<file path="config.mk">
export PLATFORM = sky130hd
export DESIGN_NAME = fir_host_ctrl
export DESIGN_NICKNAME = d
export VERILOG_FILES = /design/src/rtl/fir_host_ctrl.sv
export SDC_FILE = /design/constraint.sdc
export NUM_CORES = 1
export LEC_CHECK = 0
export BUFFER_PORTS_ARGS = -buffer_cell sky130_fd_sc_hd__buf_2
export CAP_MARGIN = 30
export CORE_MARGIN = 4
export CORE_UTILIZATION = 47
export DETAILED_ROUTE_END_ITERATION = 12
export GPL_TIMING_DRIVEN = 0
export PLACE_DENSITY = 0.77
export REMOVE_ABC_BUFFERS = 1
export SYNTH_ARGS = -nofsm -noshare
export SYNTH_HDL_FRONTEND = slang
export SYNTH_SLANG_ARGS = --single-unit
</file>
<file path="constraint.sdc">
create_clock -name clk -period 2.4 [get_ports clk]
set_clock_uncertainty 0.2 [all_clocks]
set_input_delay 0.48 -clock clk [delete_from_list [all_inputs] [get_ports clk]]
set_output_delay 0.48 -clock clk [all_outputs]
set_load 0.02 [all_outputs]
</file>
<file path="src/rtl/fir_host_ctrl.sv">
// fir_host_ctrl: loads samples into BRAM, launches the FIR, waits for done, then streams results out.
module fir_host_ctrl #(
  parameter logic [9:0]  INPUT_BASE     = 10'd0,
  parameter logic [9:0]  OUTPUT_BASE    = 10'd512,
  parameter logic [31:0] TIMEOUT_CYCLES = 32'd100000
) (
  input  logic        clk,
  input  logic        rst,
  input  logic        cmd_valid,
  output logic        cmd_ready,
  input  logic        cmd_sel_pipelined,
  input  logic [9:0]  cmd_sample_count,
  input  logic [7:0]  s_data,
  input  logic        s_valid,
  output logic        s_ready,
  output logic [7:0]  m_data,
  output logic        m_valid,
  input  logic        m_ready,
  output logic [9:0]  mem_addr,
  output logic [7:0]  mem_wdata,
  output logic        mem_we,
  input  logic [7:0]  mem_rdata,
  output logic        fir_start,
  output logic        fir_sel_pipelined,
  output logic [9:0]  fir_input_addr,
  output logic [9:0]  fir_output_addr,
  output logic [9:0]  fir_sample_count,
  input  logic        fir_done,
  input  logic [31:0] fir_cycle_count,
  output logic        busy,
  output logic        err,
  output logic [31:0] last_cycles
);
  localparam logic [9:0] MAX_COUNT = OUTPUT_BASE - INPUT_BASE;
  typedef enum logic [2:0] {IDLE, LOAD, START, WAIT, RADDR, RDATA} state_t;
  state_t      state_q, state_d;
  logic [9:0]  idx_q, idx_d, cnt_q, cnt_d, addr_q;
  logic        sel_q, sel_d, cap_q, cap_d, err_q, err_d, rv_q, rv_d;
  logic [31:0] last_q, last_d, wcnt_q, wcnt_d;
  logic [7:0]  mdata_q, mdata_d;
  logic        bad;
  assign bad               = (cmd_sample_count == 10'd0) || (cmd_sample_count > MAX_COUNT);
  assign cmd_ready         = state_q == IDLE;
  assign s_ready           = state_q == LOAD;
  assign mem_we            = s_ready & s_valid;
  assign mem_wdata         = s_data;
  assign mem_addr          = mem_we ? INPUT_BASE + idx_q : (state_q == RADDR) ? OUTPUT_BASE + idx_q : addr_q;
  assign fir_start         = state_q == START;
  assign m_valid           = (state_q == RDATA) & rv_q;
  assign m_data            = mdata_q;
  assign busy              = state_q != IDLE;
  assign err               = err_q;
  assign last_cycles       = last_q;
  assign fir_sel_pipelined = sel_q;
  assign fir_sample_count  = cnt_q;
  assign fir_input_addr    = cap_q ? INPUT_BASE : 10'd0;
  assign fir_output_addr   = cap_q ? OUTPUT_BASE : 10'd0;
  always_comb begin
    state_d = state_q;
    idx_d   = idx_q;
    cnt_d   = cnt_q;
    sel_d   = sel_q;
    cap_d   = cap_q;
    err_d   = err_q;
    last_d  = last_q;
    wcnt_d  = wcnt_q;
    mdata_d = mdata_q;
    rv_d    = rv_q;
    case (state_q)
      IDLE: if (cmd_valid) begin
        sel_d   = cmd_sel_pipelined;
        cnt_d   = cmd_sample_count;
        cap_d   = 1'b1;
        idx_d   = 10'd0;
        err_d   = bad;
        state_d = bad ? IDLE : LOAD;
      end
      LOAD: if (mem_we) begin
        idx_d   = (idx_q == cnt_q - 10'd1) ? 10'd0 : idx_q + 10'd1;
        state_d = (idx_q == cnt_q - 10'd1) ? START : LOAD;
      end
      START: begin
        wcnt_d  = 32'd0;
        state_d = WAIT;
      end
      WAIT: begin
        wcnt_d = wcnt_q + 32'd1;
        if (wcnt_q >= 32'd2 && fir_done) begin
          last_d  = fir_cycle_count;
          idx_d   = 10'd0;
          state_d = RADDR;
        end else if (wcnt_q == TIMEOUT_CYCLES - 32'd1) begin
          err_d   = 1'b1;
          state_d = IDLE;
        end
      end
      RADDR: begin
        rv_d    = 1'b0;
        state_d = RDATA;
      end
      RDATA: if (!rv_q) begin
        // first RDATA cycle: BRAM output is now valid, capture it before presenting
        mdata_d = mem_rdata;
        rv_d    = 1'b1;
      end else if (m_ready) begin
        rv_d    = 1'b0;
        idx_d   = (idx_q == cnt_q - 10'd1) ? 10'd0 : idx_q + 10'd1;
        state_d = (idx_q == cnt_q - 10'd1) ? IDLE : RADDR;
      end
      default: state_d = IDLE;
    endcase
  end
  always_ff @(posedge clk) begin
    if (rst) begin
      state_q <= IDLE;
      idx_q   <= 10'd0;
      cnt_q   <= 10'd0;
      sel_q   <= 1'b0;
      cap_q   <= 1'b0;
      err_q   <= 1'b0;
      last_q  <= 32'd0;
      wcnt_q  <= 32'd0;
      mdata_q <= 8'd0;
      rv_q    <= 1'b0;
      addr_q  <= 10'd0;
    end else begin
      state_q <= state_d;
      idx_q   <= idx_d;
      cnt_q   <= cnt_d;
      sel_q   <= sel_d;
      cap_q   <= cap_d;
      err_q   <= err_d;
      last_q  <= last_d;
      wcnt_q  <= wcnt_d;
      mdata_q <= mdata_d;
      rv_q    <= rv_d;
      addr_q  <= mem_addr;
    end
  end
endmodule
</file>
==> flow_summary.toml, run 1 <==
[clocking]
clk_pin_slew_ns = 0.07
cts_buffer_depth = 2
clock_latency_ns = 0.34
cts-buffers-inserted = 9
cts_root_buf = "clkbuf_16"
cts_tree = "done"
clock-sinks = 109
postCtsHoldBufs = 0
htree_levels = 3

[sta]
max_clock_freq_mhz = 415
fin_ws_ns = -0.0103
setup_viol = 7
rsz0062_at_grt = "true"
hold_viol_final = 0
worst_hold_slack_ns = 0.162
min_period_ns = 2.41
min_period_over_period = 1.00
tightestPinTransition_ns = 0.795
slew_headroom = 0.467
slew_violations = 0

[logic_synthesis]
synth.area.top_cells = "dfxtp_1, mux2i_1, nor2_1"
yosys_warnings = 0
ys_ff_latch = 109
synth-async-reset-ratio = 0
synth_cell_types = 60
synth-edff-count = 0
synth_area_um2 = 5320
synth.avg_cell_area_um2 = 8.44
synth_top_area_frac = 0.410
ys_seq_area_frac = 0.410
synthFlopType = "dfxtp_1"
yosysTopAreaCell = "dfxtp_1"
syn_inst = 631

[global_routing]
grt_pass1_vias = 4643
track_usage = 0.197
grt_pass1_wl_mm = 21.3
grt_max_degree = 40
grt_antenna_before_repair = 0
gr-total-overflow = 0

[floorplan]
dieArea_um2 = 13100
rows = 38
dieHeight_um = 114
die_w_um = 114
core_area_um2 = 11000
start_util = 0.485
io-pin-count = 161

[power]
ir_drop_uv = 558
seq_power_share = 0.501
clkPwrFrac = 0.384
internal-power_w = 0.00272
p_total_w = 0.00370
power_leakage_nw = 3.12
netSwitchingPower_w = 0.000978
powerDensity_nw_per_um2 = 553
swShare = 0.264
share_comb_of_total_power = 0.115

[worst_setup_path]
r2r_cells = 9
timing.rr.end = "idx_q[8]"
required_ns = 1.72
slowest_stage = "dfxtp_4"
critPathTopFamily = "flip-flops"
path_cells = "nor2b_4, nand2_2, a21oi_4, buf_12, mux2_2, buf_2"
worstPathArrival_ns = 1.73
r2r-start = "fir_sample_count[2]"
start_kind = "flip-flop"
critical_path_cell_count = 6
reg2reg_slack_ns = 0.05
crit_buf_inv = 2
endpoint_kind = "output pin"
crit_path_max_incr_delay_ns = 0.37
cp_max_fo = 10
crit_type = "reg2out"
critPathCapture = "mem_addr[0]"
crit_start = "state_q[2]"

[place]
io_buffers = 125
hpwlAfterDp_mm = 9.54
routabilityCongestion = 0.844

[finish]
nFillCells = 921
final_nets = 819
final_common_cell = "buf_2"
antenna_cells = 0
most-common-layout-cells = "buf_2, dfxtp_1, nor2_1"
final_util = 0.609
syn_to_final_growth_pct = 25.7
drive_above_1_share = 0.325

[drt]
wl_met3_mm = 1.10
drcViolationCount = 0
antenna_left = 0
post_drt_wl_per_cell_um = 15.0
top_layer = "met4"
wl_mm = 13.4
drt_iter0_drc = 440
wl_met1_mm = 5.31
met2_length_mm = 6.83
viasPerCell = 5.41
drtPass1Iterations = 4
vias = 4839

[run_status]
violations = "negative setup slack"
status = "complete, but fails checks"

[hold_path]
min_path_type = "in2reg"

[job]
maxCapViolCount = 0
Yosys cell counts, drive strengths merged (2+ instances only):
master     n
buf       35
or3        3
mux2      11
o211ai     3
nand2     57
a2bb2oi    4
nand4     12
or2        3
mux2i     44
xnor2      8
inv       19
nand3     31
and2      14
a311oi     3
and4       3
o31ai      2
o2111ai    3
o22ai      3
nor3      18
xor2      21
a211oi     3
nand2b     3
dfxtp    109
o21ai      9
a21oi     32
a41oi      2
nor2      95
ha         4
and3      11
a31oi      3
clkbuf    26
nor2b      4
nor4      11
nor4b      2
a22oi      6
worst reg2reg max path, stage by stage (launching register included):
cell      delay, ns
dfxtp_4        0.38
nor3_4         0.36
nand3_2        0.14
xnor2_2        0.18
nor4b_4        0.31
a311oi_2       0.16
buf_4          0.16
buf_4          0.12
a21oi_1        0.15
o21ai_1        0.08
power by group through the flow:
| stage | Sequential (W) | Clock (W) | Combinational [W] |
|---|---|---|---|
| floorplan | 0.00191 | 0 | 0.000192 |
| detailed placement | 0.00190 | 0 | 0.000342 |
| global placement | 0.00190 | 0 | 0.000326 |
| CTS | 0.00185 | 0.00144 | 0.000367 |
| finish | 0.00186 | 0.00142 | 0.000426 |
| global route | 0.00186 | 0.00152 | 0.000463 |
cell type report:
cell class	count	area [um^2]	area share
Multi-Input combinational cell	459	3050	0.456
Clock buffer	10	229	0.0342
Sequential cell	109	2210	0.331
Inverter	20	80.1	0.0120
Timing Repair Buffer	151	890	0.133
Tap cell	140	175	0.0262
Clock inverter	6	53.8	0.00804
logic make-up after synthesis:
| kind of cell | share of synthesized area |
|---|---|
| xor gates and xnor gates | 0.0477 |
| DFF | 0.410 |
| buffers and inverters | 0.0806 |
| other | 0.000704 |
| and+or+nand+nor | 0.244 |
| adders and majority gates | 0.00940 |
| AOI/OAI and AO/OA | 0.102 |
| muxes | 0.106 |
per-layer routing:
layer / vias to the layer above / global-route usage
met3: 16 / 0.0576
li1: 2376 / -
met4: 0 / 0.0610
met1: 2260 / 0.230
met2: 187 / 0.346
met5: - / 0
flip-flops by register name, summed over array words and instances (netlist names):
signal,count
addr_q,10
cap_q,1
err,1
fir_sample_count,10
fir_sel_pipelined,1
idx_q,10
last_cycles,32
m_data,8
rv_q,1
state_q,3
wcnt_q,32
per-stage QoR:
step / area (um^2) / setup TNS [ns] / setup WS (ns) / std cells
3_3_place_gp: 5840 / -203.56 / -5.23 / 853
3_5_place_dp: 5910 / -18.65 / -0.439 / 857
4_1_cts: 6350 / -0.0921 / -0.0222 / 882
2_1_floorplan: 5040 / -127.78 / -3.59 / 588
5_1_grt: 6690 / -1.42 / -0.0746 / 895
6_report: 6690 / -0.0391 / -0.0103 / 895
timing repair:
| action | CTS | global route |
|---|---|---|
| setup buffers | 9 | 11 |
| setup endpoints to repair | 65 | 63 |
| gates resized for setup | 25 | 58 |
| gates cloned | 0 | 2 |
| pin swaps | 6 | 15 |
worst min path at each step:
| stage | startpoint | endpoint | depth (start not counted) |
|---|---|---|---|
| after floorplan | wcnt_q[0] | wcnt_q[0] | 2 |
| after global placement | fir_sel_pipelined | fir_sel_pipelined | 2 |
| after detailed placement | fir_sel_pipelined | fir_sel_pipelined | 2 |
| after CTS | fir_cycle_count[27] | last_cycles[27] | 3 |
| after global routing | cmd_sel_pipelined | fir_sel_pipelined | 3 |
| final | fir_cycle_count[7] | last_cycles[7] | 3 |
(Power assumes the default switching activity.)
==> run 2: changes to the inputs <==
--- a/config.mk
+++ b/config.mk
@@ -5,13 +5,14 @@
 export SDC_FILE = /design/constraint.sdc
 export NUM_CORES = 1
 export LEC_CHECK = 0
+export ABC_AREA = 1
 export BUFFER_PORTS_ARGS = -buffer_cell sky130_fd_sc_hd__buf_2
 export CAP_MARGIN = 30
 export CORE_MARGIN = 4
 export CORE_UTILIZATION = 47
 export DETAILED_ROUTE_END_ITERATION = 12
 export GPL_TIMING_DRIVEN = 0
-export PLACE_DENSITY = 0.77
+export PLACE_DENSITY = 0.76
 export REMOVE_ABC_BUFFERS = 1
 export SYNTH_ARGS = -nofsm -noshare
 export SYNTH_HDL_FRONTEND = slang
==> flow_summary.toml, run 2 <==
[run_status]
status = "complete, but fails checks"
violations = "negative setup slack"

[power]
powerDensity_nw_per_um2 = 575
power_leakage_nw = 2.99
ir_drop_uv = 372

[finish]
drive_above_1_share = 0.226
final_nets = 1039
syn_to_final_growth_pct = 20.7
final_util = 0.590
fin_cells = 1118
nFillCells = 1111
final_common_cell = "nand2_1"
antenna_cells = 0
most-common-layout-cells = "nand2_1, buf_2, nor2_1"

[place]
dp_slack_ns = -0.918
hpwlAfterDp_mm = 11.0
io_buffers = 125
place_inst = 1089
routabilityCongestion = 0.943

[logic_synthesis]
synth.area.top_cells = "dfxtp_1, nand2_1, nor2_1"
synth_top_area_frac = 0.384
synthFlopType = "dfxtp_1"
ys_seq_area_frac = 0.384
yosysMostFrequentCell = "nand2_1"
synth-edff-count = 0
syn_inst = 853
yosys_warnings = 0
synth-async-reset-ratio = 0
yosysTopAreaCell = "dfxtp_1"
synth_area_um2 = 5680
synth_cell_types = 43
synth.avg_cell_area_um2 = 6.65
ys_ff_latch = 109
synth_common_cells = "nand2_1, nor2_1, dfxtp_1, inv_1, a21oi_1"

[worst_setup_path]
cp_max_fo = 6
endpoint_kind = "output pin"
reg2reg_slack_ns = 0.19
path_cells = "inv_4, nor2_4, inv_2, nor2_4, nand2_8, nand2_4, nand2_1, o21ai_2, inv_1, buf_2"
crit_start = "state_q[0]"
crit_type = "reg2out"
r2r_cells = 11
cp_common_cell = "nor2_4"
start_kind = "flip-flop"
worstPathArrival_ns = 1.76
timing.rr.end = "err"
crit_path_max_incr_delay_ns = 0.36
critPathCapture = "mem_addr[0]"
required_ns = 1.72
r2r-start = "state_q[1]"
slowest_stage = "dfxtp_2"

[clocking]
cts-buffers-inserted = 9
clk_pin_slew_ns = 0.07
clock-sinks = 109
cts_tree = "done"
cts_buffer_depth = 2
htree_levels = 3
cts_root_buf = "clkbuf_16"
clock_latency_ns = 0.35

[floorplan]
core_area_um2 = 11600
rows = 39
io-pin-count = 161
dieArea_um2 = 13900
start_util = 0.489
die_w_um = 118
dieHeight_um = 118

[sta]
slew_violations = 0
setup_viol = 6
min_period_over_period = 1.02
min_period_ns = 2.44
hold_viol_final = 0
max_clock_freq_mhz = 409
rsz0062_at_grt = "true"
worst_hold_slack_ns = 0.145
fin_ws_ns = -0.0430

[job]
maxCapViolCount = 0

[drt]
wl_mm = 15.6
drt_iter0_drc = 377
post_drt_wl_per_cell_um = 13.9
antenna_left = 0
drcViolationCount = 0
drtPass1Iterations = 5
vias = 5760
viasPerCell = 5.15

[global_routing]
grt_max_degree = 37
grt_antenna_before_repair = 1
busiest_layer = "met2"
track_usage = 0.214
gr-total-overflow = 0
use_met2 = 0.329
grt_pass1_vias = 5238
grt_pass1_wl_mm = 24.9
use_met3 = 0.0697
use_met1 = 0.276

[hold_path]
min_path_type = "in2reg"
run 2: changes by cell type in the layout (fill, tap and decap cells not counted), sizes merged, moves of 13 or more:
cell,previous run,this run
nand2,57,237
inv,23,92
mux2i,44,0
a21oi,32,70
o21ai,9,45
nor2,95,121
buf,150,135
nand3,31,45
and2,14,1
run 2: timing repair:
| action | CTS | global route |
|---|---|---|
| pin swaps | 2 | 8 |
| hold buffers | 0 | 0 |
| endpoints found under the setup margin | 74 | 27 |
| setup buffers | 5 | 4 |
| gates cloned | 2 | 2 |
| gates resized for setup | 8 | 61 |
run 2: cells by family after synthesis:
family,count (synthesis),share of synthesized area
other,1,0.000661
buffers and inverters,141,0.115
flip-flops,109,0.384
AND/OR/NAND/NOR,455,0.348
adder cells (fa/ha/maj),4,0.00882
AO/OA/AOI/OAI,128,0.119
XOR/XNOR,15,0.0231
run 2: report_power, final:
part / switching (W) / total, W / internal, W
clock: 0.000716 / 0.00147 / 0.000750
sequential: 0.0000312 / 0.00188 / 0.00184
combinational: 0.000389 / 0.000597 / 0.000208
run 2: layout make-up:
| type | instances | area (um^2) | area share |
|---|---|---|---|
| clock buffers | 10 | 239 | 0.0349 |
| clock inverters | 6 | 52.6 | 0.00767 |
| inverters | 90 | 350 | 0.0511 |
| multi-input cells | 625 | 3090 | 0.451 |
| flip-flops and latches | 109 | 2180 | 0.319 |
| well taps | 143 | 179 | 0.0261 |
| repair buffers | 135 | 756 | 0.110 |
run 2: worst min-delay path by stage:
stage,depth (start not counted),endpoint,start
finish,3,m_data[0],mem_rdata[0]
global route,3,m_data[3],mem_rdata[3]
CTS,3,m_data[0],mem_rdata[0]
detailed placement,2,cap_q,cap_q
global placement,2,cap_q,cap_q
floorplan,2,wcnt_q[28],wcnt_q[28]
run 2: metal layers:
metal | wire length (um) | part of all wire | up-vias
met5 | 12 | 0.00077 | -
met1 | 6770 | 0.43 | 2534
met3 | 1470 | 0.094 | 31
li1 | - | - | 2951
met2 | 6910 | 0.44 | 242
met4 | 432 | 0.028 | 2
run 2: worst max-delay path: cells and delay by family (launching register included):
kind / cells / cell delay (ns)
and+or+nand+nor: 5 / 0.63
DFF: 1 / 0.36
AOI/OAI and AO/OA: 1 / 0.06
buffers and inverters: 4 / 0.36
run 2: per-stage QoR:
step,cell area (um^2),total power [W],setup TNS (ns)
floorplan,5430,0.00225,0
global placement,6230,0.00242,-58.50
detailed placement,6250,0.00243,-30.31
CTS,6630,0.00390,-0.509
global route,6850,0.00412,-0.941
finish,6850,0.00394,-0.108
==> run 3: changes to the inputs <==
--- a/config.mk
+++ b/config.mk
@@ -11,9 +11,11 @@
 export CORE_MARGIN = 4
 export CORE_UTILIZATION = 47
 export DETAILED_ROUTE_END_ITERATION = 12
+export GPL_ROUTABILITY_DRIVEN = 0
 export GPL_TIMING_DRIVEN = 0
 export PLACE_DENSITY = 0.76
 export REMOVE_ABC_BUFFERS = 1
+export SETUP_SLACK_MARGIN = 0.1
 export SYNTH_ARGS = -nofsm -noshare
 export SYNTH_HDL_FRONTEND = slang
 export SYNTH_SLANG_ARGS = --single-unit
==> flow_summary.toml, run 3 (same netlist as run 2, synthesis figures left out) <==
[run_status]
status = "finished, final reports clean"

[clocking]
cts-buffers-inserted = 9
clk_pin_slew_ns = 0.08
clock_latency_ns = 0.36
cts_tree = "done"
cts_root_buf = "clkbuf_16"
cts_buffer_depth = 2
htree_levels = 3
clock-sinks = 109

[floorplan]
io-pin-count = 161
dieHeight_um = 118
dieArea_um2 = 13900
start_util = 0.489
die_w_um = 118
core_area_um2 = 11600
rows = 39

[sta]
min_period_ns = 2.33
max_clock_freq_mhz = 429
setup_viol = 0
hold_viol_final = 0
rsz0062_at_grt = "true"
slew_violations = 0
min_period_over_period = 0.970
worst_hold_slack_ns = 0.147

[drt]
drt_iter0_drc = 494
vias = 6056
antenna_left = 0
wl_mm = 16.7
drcViolationCount = 0
post_drt_wl_per_cell_um = 14.6
viasPerCell = 5.29
drtPass1Iterations = 6

[place]
hpwlAfterDp_mm = 11.0
place_inst = 1089
io_buffers = 125

[power]
netSwitchingPower_w = 0.00120
p_total_w = 0.00414
swShare = 0.289
clkPwrFrac = 0.378
share_comb_of_total_power = 0.169
ir_drop_uv = 400
seq_power_share = 0.453
power_leakage_nw = 3.14
internal-power_w = 0.00294
powerDensity_nw_per_um2 = 578

[hold_path]
min_path_type = "in2reg"

[global_routing]
gr-total-overflow = 0
grt_pass1_wl_mm = 26.2
track_usage = 0.226
grt_max_degree = 33
grt_pass1_vias = 5495
grt_antenna_before_repair = 0

[finish]
fin_cells = 1144
nFillCells = 1035
syn_to_final_growth_pct = 26.2
most-common-layout-cells = "nand2_1, buf_2, nor2_1"
drive_above_1_share = 0.259
final_nets = 1065
antenna_cells = 0
final_common_cell = "nand2_1"

[worst_setup_path]
start_kind = "flip-flop"
required_ns = 1.72
cp_max_fo = 6
crit_type = "reg2out"
endpoint_kind = "output pin"
worstPathArrival_ns = 1.65

[job]
maxCapViolCount = 0
-- run 3: per-layer routing --
metal	GRT usage	wire, um	vias up
li1	-	-	2993
met1	0.283	7120	2739
met2	0.363	7570	295
met3	0.0764	1690	29
met4	0.0755	351	0
met5	0	0	-
-- run 3: power groups by stage --
stage	Combinational, W	Sequential [W]	Clock, W
detailed placement	0.000521	0.00191	0
CTS	0.000640	0.00187	0.00158
global placement	0.000513	0.00191	0
global route	0.000758	0.00188	0.00166
finish	0.000698	0.00188	0.00157
floorplan	0.000319	0.00193	0
-- run 3: timing repair --
action                                  4_1_cts  5_1_grt
cloned                                        3        1
endpoints found under the setup margin       76       46
setup buffers                                26        9
pin swaps                                     7       12
resized for setup                            63       27
hold buffers                                  0        0
-- run 3: stage by stage --
stage          setup WS [ns]  area [um^2]  setup TNS (ns)   util
2_1_floorplan          0.237         5430               0      -
3_3_place_gp           -1.52         6230          -61.11  0.537
3_5_place_dp           -1.00         6260          -34.64  0.539
4_1_cts               0.0368         6970               0  0.600
5_1_grt              -0.0147         7160         -0.0147  0.617
6_report              0.0715         7160               0  0.617
-- run 3: cell type report --
| type | count | area (um^2) | area share |
|---|---|---|---|
| inverter | 90 | 353 | 0.0493 |
| timing repair buffer | 161 | 990 | 0.138 |
| sequential | 109 | 2190 | 0.306 |
| multi-input combinational | 625 | 3150 | 0.439 |
| tap | 143 | 179 | 0.0250 |
| clock inverter | 7 | 81.3 | 0.0114 |
| clock buffer | 9 | 225 | 0.0314 |
-- run 3: final timing paths --
path | slack [ns] | depth (start not counted) | from | endpoint
hold reg to reg | 0.25 | 2 | cap_q | cap_q
setup reg to reg | 0.09 | 16 | state_q[0] | addr_q[1]
setup / recovery | 0.07 | 10 | state_q[0] | mem_addr[8]
hold / removal | 0.15 | 3 | mem_rdata[7] | m_data[7]
-- run 3: critical path: stages (launching register included) --
cell and delay (ns):
dfxtp_2 0.36, inv_4 0.04, nor2_4 0.08, inv_2 0.06
nor2_4 0.15, nand2_8 0.14, nand2_8 0.13, nand2_2 0.06
o21ai_2 0.07, inv_1 0.07, buf_6 0.13
